[config.mk]
export PLATFORM = sky130hd
export DESIGN_NAME = pc_seq
export DESIGN_NICKNAME = d
export VERILOG_FILES = /design/src/rtl/pc_seq_pkg.sv /design/src/rtl/pc_redir_sel.sv /design/src/rtl/pc_seq.sv
export SDC_FILE = /design/constraint.sdc
export NUM_CORES = 1
export LEC_CHECK = 0
export ABC_AREA = 1
export CAP_MARGIN = 20
export CORE_ASPECT_RATIO = 0.5
export CORE_MARGIN = 4
export CORE_UTILIZATION = 42
export CTS_BUF_LIST = sky130_fd_sc_hd__clkbuf_8
export DETAILED_ROUTE_END_ITERATION = 8
export PLACE_DENSITY = 0.85
export SETUP_SLACK_MARGIN = 0.3
export SYNTH_ARGS = -nofsm -noshare
export SYNTH_HDL_FRONTEND = slang
export SYNTH_SLANG_ARGS = --single-unit
[constraint.sdc]
create_clock -name clk -period 1.7 [get_ports clk]
set_input_delay 0.34 -clock clk [delete_from_list [all_inputs] [get_ports clk]]
set_output_delay 0.34 -clock clk [all_outputs]
set_load 0.01 [all_outputs]
[src/rtl/pc_seq_pkg.sv]
// rtl/pc_seq_pkg.sv - Fetch sequencer state encoding and reset/exception address defaults
package pc_seq_pkg;

   typedef enum logic [2:0] {
      ST_IDLE   = 3'd0,
      ST_REQ    = 3'd1,
      ST_WAIT   = 3'd2,
      ST_HOLD   = 3'd3,
      ST_HALTED = 3'd4,
      ST_ERROR  = 3'd5
   } pc_state_t;

   localparam logic [31:0] RESET_PC_DEF = 32'h0040_0000;
   localparam logic [31:0] EXC_VEC_DEF  = 32'h0040_0004;
   localparam logic [7:0]  TIMEOUT_DEF  = 8'd255;
   localparam logic [31:0] PC_STEP      = 32'd4;

   // Sequential successor; wraps modulo 2^32.
   function automatic logic [31:0] pc_incr(input logic [31:0] pc);
      return pc + PC_STEP;
   endfunction

endpackage

[src/rtl/pc_redir_sel.sv]
// rtl/pc_redir_sel.sv - Same-cycle redirect priority: exception, eret, jump, branch
module pc_redir_sel
   import pc_seq_pkg::*;
#(
   parameter logic [31:0] EXC_VEC = EXC_VEC_DEF
) (
   input  logic        i_exc,
   input  logic        i_eret,
   input  logic [31:0] i_epc,
   input  logic        i_jmp_take,
   input  logic [31:0] i_jmp_target,
   input  logic        i_br_take,
   input  logic [31:0] i_br_target,
   output logic        o_any,
   output logic        o_trap,
   output logic [31:0] o_target
);

   always_comb begin
      o_target = i_br_target;
      if (i_exc) begin
         o_target = EXC_VEC;
      end else if (i_eret) begin
         o_target = i_epc;
      end else if (i_jmp_take) begin
         o_target = i_jmp_target;
      end
   end

   // Traps are the only redirects honoured while halted.
   assign o_trap = i_exc | i_eret;
   assign o_any  = o_trap | i_jmp_take | i_br_take;

endmodule

[src/rtl/pc_seq.sv]
// rtl/pc_seq.sv - Instruction fetch sequencer driving an external PC register
module pc_seq
   import pc_seq_pkg::*;
#(
   parameter logic [31:0] RESET_PC = RESET_PC_DEF,
   parameter logic [31:0] EXC_VEC  = EXC_VEC_DEF,
   parameter logic [7:0]  TIMEOUT  = TIMEOUT_DEF
) (
   input  logic        clk,
   input  logic        rst,
   input  logic [31:0] pc_cur,
   output logic        pc_ena,
   output logic [31:0] pc_next,
   output logic        imem_req,
   output logic [31:0] imem_addr,
   input  logic        imem_ack,
   input  logic [31:0] imem_rdata,
   output logic [31:0] instr,
   output logic        instr_valid,
   input  logic        instr_ready,
   input  logic        br_take,
   input  logic [31:0] br_target,
   input  logic        jmp_take,
   input  logic [31:0] jmp_target,
   input  logic        exc,
   input  logic        eret,
   input  logic [31:0] epc,
   input  logic        halt,
   output logic        fetch_err
);

   pc_state_t   r_state;
   pc_state_t   w_state_nxt;
   logic [7:0]  r_cnt;
   logic [7:0]  w_cnt_nxt;
   logic [7:0]  w_cnt_inc;
   logic        r_pend;
   logic        w_pend_nxt;
   logic [31:0] r_redir_pc;
   logic [31:0] w_redir_pc_nxt;
   logic [31:0] r_instr;
   logic [31:0] w_instr_nxt;
   logic [31:0] r_pc_last;
   logic        w_load;
   logic [31:0] w_load_pc;
   logic        w_req;
   logic        w_valid;
   logic        w_any;
   logic        w_trap;
   logic [31:0] w_target;

   pc_redir_sel #(
      .EXC_VEC (EXC_VEC)
   ) u_redir_sel (
      .i_exc        (exc),
      .i_eret       (eret),
      .i_epc        (epc),
      .i_jmp_take   (jmp_take),
      .i_jmp_target (jmp_target),
      .i_br_take    (br_take),
      .i_br_target  (br_target),
      .o_any        (w_any),
      .o_trap       (w_trap),
      .o_target     (w_target)
   );

   assign w_cnt_inc = r_cnt + 8'd1;

   always_comb begin
      w_state_nxt    = r_state;
      w_cnt_nxt      = r_cnt;
      w_pend_nxt     = r_pend;
      w_redir_pc_nxt = r_redir_pc;
      w_instr_nxt    = r_instr;
      w_load         = 1'b0;
      w_load_pc      = r_pc_last;
      w_req          = 1'b0;
      w_valid        = 1'b0;
      // Any redirect not consumed by an accept is remembered; the latest one wins.
      if (w_any) begin
         w_pend_nxt     = 1'b1;
         w_redir_pc_nxt = w_target;
      end
      case (r_state)
         ST_IDLE: begin
            w_state_nxt = ST_REQ;
         end
         ST_REQ: begin
            w_req       = 1'b1;
            w_state_nxt = ST_WAIT;
         end
         ST_WAIT: begin
            w_req = 1'b1;
            if (imem_ack) begin
               w_instr_nxt = imem_rdata;
               w_cnt_nxt   = '0;
               w_state_nxt = ST_HOLD;
            end else begin
               w_cnt_nxt = w_cnt_inc;
               if (w_cnt_inc == TIMEOUT) begin
                  w_state_nxt = ST_ERROR;
               end
            end
         end
         ST_HOLD: begin
            w_valid = !r_pend;
            if (r_pend) begin
               w_load      = 1'b1;
               w_load_pc   = r_redir_pc;
               w_pend_nxt  = w_any;
               w_state_nxt = ST_REQ;
            end else if (instr_ready) begin
               w_load         = 1'b1;
               w_load_pc      = w_any ? w_target : pc_incr(pc_cur);
               w_pend_nxt     = 1'b0;
               w_redir_pc_nxt = r_redir_pc;
               w_state_nxt    = halt ? ST_HALTED : ST_REQ;
            end
         end
         ST_HALTED: begin
            w_pend_nxt     = r_pend;
            w_redir_pc_nxt = r_redir_pc;
            if (w_trap) begin
               w_load      = 1'b1;
               w_load_pc   = w_target;
               w_state_nxt = ST_REQ;
            end
         end
         default: begin
            w_pend_nxt     = r_pend;
            w_redir_pc_nxt = r_redir_pc;
         end
      endcase
   end

   always_ff @(posedge clk or negedge rst) begin
      if (!rst) begin
         r_state    <= ST_IDLE;
         r_cnt      <= '0;
         r_pend     <= 1'b0;
         r_redir_pc <= '0;
         r_instr    <= '0;
         r_pc_last  <= RESET_PC;
      end else begin
         r_state    <= w_state_nxt;
         r_cnt      <= w_cnt_nxt;
         r_pend     <= w_pend_nxt;
         r_redir_pc <= w_redir_pc_nxt;
         r_instr    <= w_instr_nxt;
         if (w_load) begin
            r_pc_last <= w_load_pc;
         end
      end
   end

   // pc_next holds the last loaded value between load pulses.
   assign pc_ena      = w_load;
   assign pc_next     = w_load_pc;
   assign imem_req    = w_req;
   assign imem_addr   = pc_cur;
   assign instr       = r_instr;
   assign instr_valid = w_valid;
   assign fetch_err   = (r_state == ST_ERROR);

endmodule

==> key figures <==
Critical path
  – Crit path max fanout: 5
  – Worst path arrival time: approximately 2.2 ns
  – Crit path launch type: register
  – Setup Crit Path Kind: reg -> out
  – Setup crit end kind: primary output
  – Critical-path cell list: nor2_4 > nand2_4 > buf_6 > nor2_4 > buf_6 > buf_6 > a221oi_4 > nand2_2 > buf_6
  – Cell mode on critical path: buf_6
  – CP required: 1.36 ns
  – CP peak stage delay: 0.47 ns
  – Slowest CP cell: dfrtp_1

Clock network
  – TritonCTS clock tree: built
  – Total clock sinks: between 100 and 150
  – Cts bufs inserted: 9
  – Clock latency on the worst-skew pair: slightly above 0.4 ns
  – Clk slew on worst S/H paths: around 0.13 ns
  – Total number of H-tree levels: 3
  – Clock buffer depth: 2
  – Root buffer cell: clkbuf_8

Power
  – P_leak: 6.94 nW
  – PwrDens: 1210 nW/um^2
  – Peak supply drop: ~0.00097 V
  – Total Power: 17.1 mW

Global route
  – First-pass GRT wire length: about 50000 um
  – Total track usage: 31.0%
  – Initial antenna violation count: 0
  – Largest net degree at the start of global routing: 34
  – Grt total ovfl: 0
  – Vias in the first global route: ~10000

Timing
  – Setup violations, final: 110
  – Final Max Slew Viols: 0
  – Hold Vio Cnt, Final: 0
  – Worst-Margin Slew: slightly above 0.9 ns
  – Fin crit period: 2.49 ns
  – Layout Skew: 0.0160 ns
  – Final worst path period share: 146%
  – Slew headroom: 38.5%
  – RSZ-0062 raised after global routing: yes
  – Max Freq: 402 MHz
  – Total negative setup slack: -30.76 ns
  – Final worst slack: -0.785 ns

Floorplanning
  – Rows: 34
  – Chip height: 102 um
  – Starting density of the core: 42.7%
  – Width of the chip: 196 um
  – Core area: roughly 17000 sq um
  – Die area: 20000 sq um
  – I/O pins: 269

Placed design
  – Dpl cells: 1692
  – Detail Placement HPWL: 23200 um
  – Place WS: -1.35 ns
  – IO buf count: roughly 270
  – Global placer's final weighted congestion: 0.931

Logic synthesis
  – Seq/Total Area, Yosys: 36.5%
  – Synthesis warning total: 0
  – Synthesized area per cell: 7.06 sq um
  – #FFs+latches synth: 108
  – Area of the mapped netlist: 7410 sq um
  – Syn_nets: 1222
  – Cells after synthesis: roughly 1100
  – Post-synth EDFFs: 0
  – Yosys cell types: 41
  – Async SR Flop Fraction: 100%
  – Area contributors post-synth: dfrtp_1 (36%), nand2_1 (13%), o21ai_0 (6.4%), inv_1 (5.3%), nor2_1 (5.2%)
  – Synth cell count leaders: nand2_1 (265), dfrtp_1 (107), inv_1 (105)
  – Synth top area share: 36.1%
  – Post-synth top area cell: dfrtp_1
  – Top_reg_cell synth: dfrtp_1
  – Count leader, synth: nand2_1

Drt
  – Vias per cell: about 6.1
  – Vias: 10906
  – Routed length per instance: 22.4 um
  – Antenna-violating nets left: 0
  – Starting DRT DRC Count: between 1000 and 1500
  – DRC violations left: 0
  – 1st-pass router iterations: 7
  – WL final: 40300 um

Outcome
  – Failing checks: setup timing
  – Status: finished with violations

Finish
  – Finished Layout Cells: 1794
  – Final Net Count: around 1700
  – Layout cell share with drive strength beyond 1: approximately two fifths
  – Fin util: 81.2%
  – Area grow syn2layout: 90.2%
  – Diode count: 0

Run
  – Max-Cap Viols: 0

Worst hold path
  – Worst hold-check path type: in -> async
## state kept, by name, indices dropped and copies added (netlist names)
signal      cells
r_redir_pc     32
r_state         3
r_pc_last      32
instr          32
r_pend          1
r_cnt           8
## placed cells by master (no fill, tap or decap), types with 44 or more instances in the layout
| cell type | count |
|---|---|
| buf_4 | 246 |
| nand2_1 | 213 |
| clkdlybuf4s50_1 | 139 |
| dfrtp_1 | 102 |
| inv_1 | 90 |
| nor2_1 | 69 |
| o21ai_0 | 59 |
| buf_6 | 59 |
| nand2_2 | 44 |
| o21ai_1 | 44 |
## layer usage
layer	routed length, um	GRT usage (%)	up-vias
met2	18300	55.7	1002
met3	4570	5.60	381
li1	-	-	4476
met1	13900	37.6	5047
met4	3460	12.7	0
met5	0	0	-
## report_power, final
group | switching [mW] | internal (mW) | total, mW | leakage [nW]
Combinational | 5.54 | 5.48 | 11.0 | 5.48
Clock | 1.09 | 0.587 | 1.67 | 0.0994
Sequential | 0.819 | 3.58 | 4.40 | 1.36
Total | 7.45 | 9.65 | 17.1 | 6.94
## metrics by stage
stage / cell area (sq um) / hold slack, ns
floorplan: 7770 / 0.0444
global placement: 11900 / 0.331
detailed placement: 11900 / 0.337
CTS: 13000 / 0.445
global route: 14100 / 0.447
finish: 14100 / 0.440
## cell families (layout without fill, tap and decap cells)
| logic type | after synthesis | after routing | synth area share (%) |
|---|---|---|---|
| and+or+nand+nor | 457 | 460 | 25.2 |
| muxes | 32 | 32 | 4.86 |
| adders and majority gates | 3 | 3 | 0.506 |
| DFF | 108 | 108 | 36.5 |
| buffers and inverters | 190 | 697 | 12.2 |
| AOI/OAI and AO/OA | 250 | 250 | 19.5 |
| xor gates and xnor gates | 10 | 10 | 1.18 |
## repair_timing
action | 4_1_cts | 5_1_grt
gates cloned | 0 | 5
endpoints found under the setup margin | 208 | 200
endpoints found under the hold margin | 28 | 0
hold buffers | 1 | 0
buffers inserted | 47 | 33
resized for setup | 413 | 252
pin swaps | 52 | 63
## area by class of cell
cell class | count | area, sq um
clock inverter | 7 | 80.1
multi-input combinational | 755 | 5130
sequential | 108 | 2710
tap | 234 | 293
inverter | 112 | 473
fill | 944 | 3260
timing repair buffer | 568 | 5290
clock buffer | 9 | 124
timing repair inverter | 1 | 5.00
## worst max-delay path, delay by kind of cell (launching register included)
family | cells | cell delay, ns
and+or+nand+nor | 4 | 0.38
DFF | 1 | 0.47
AOI/OAI and AO/OA | 1 | 0.30
buffers and inverters | 4 | 0.57
## worst paths after layout
kind                                      end  slack [ns]        from  cells past startpoint
worst max-delay path               pc_next[7]       -0.79  r_state[0]                      9
min in group clk                    instr[29]        0.51   instr[29]                      1
worst max register to register  r_pc_last[19]       -0.53  r_state[0]                     12
max in group asynchronous            r_cnt[2]        0.70         rst                      3
worst min-delay path                instr[17]        0.44         rst                      2
worst min register to register      instr[29]        0.51   instr[29]                      1
No activity file was read; power rests on OpenSTA's default activity.
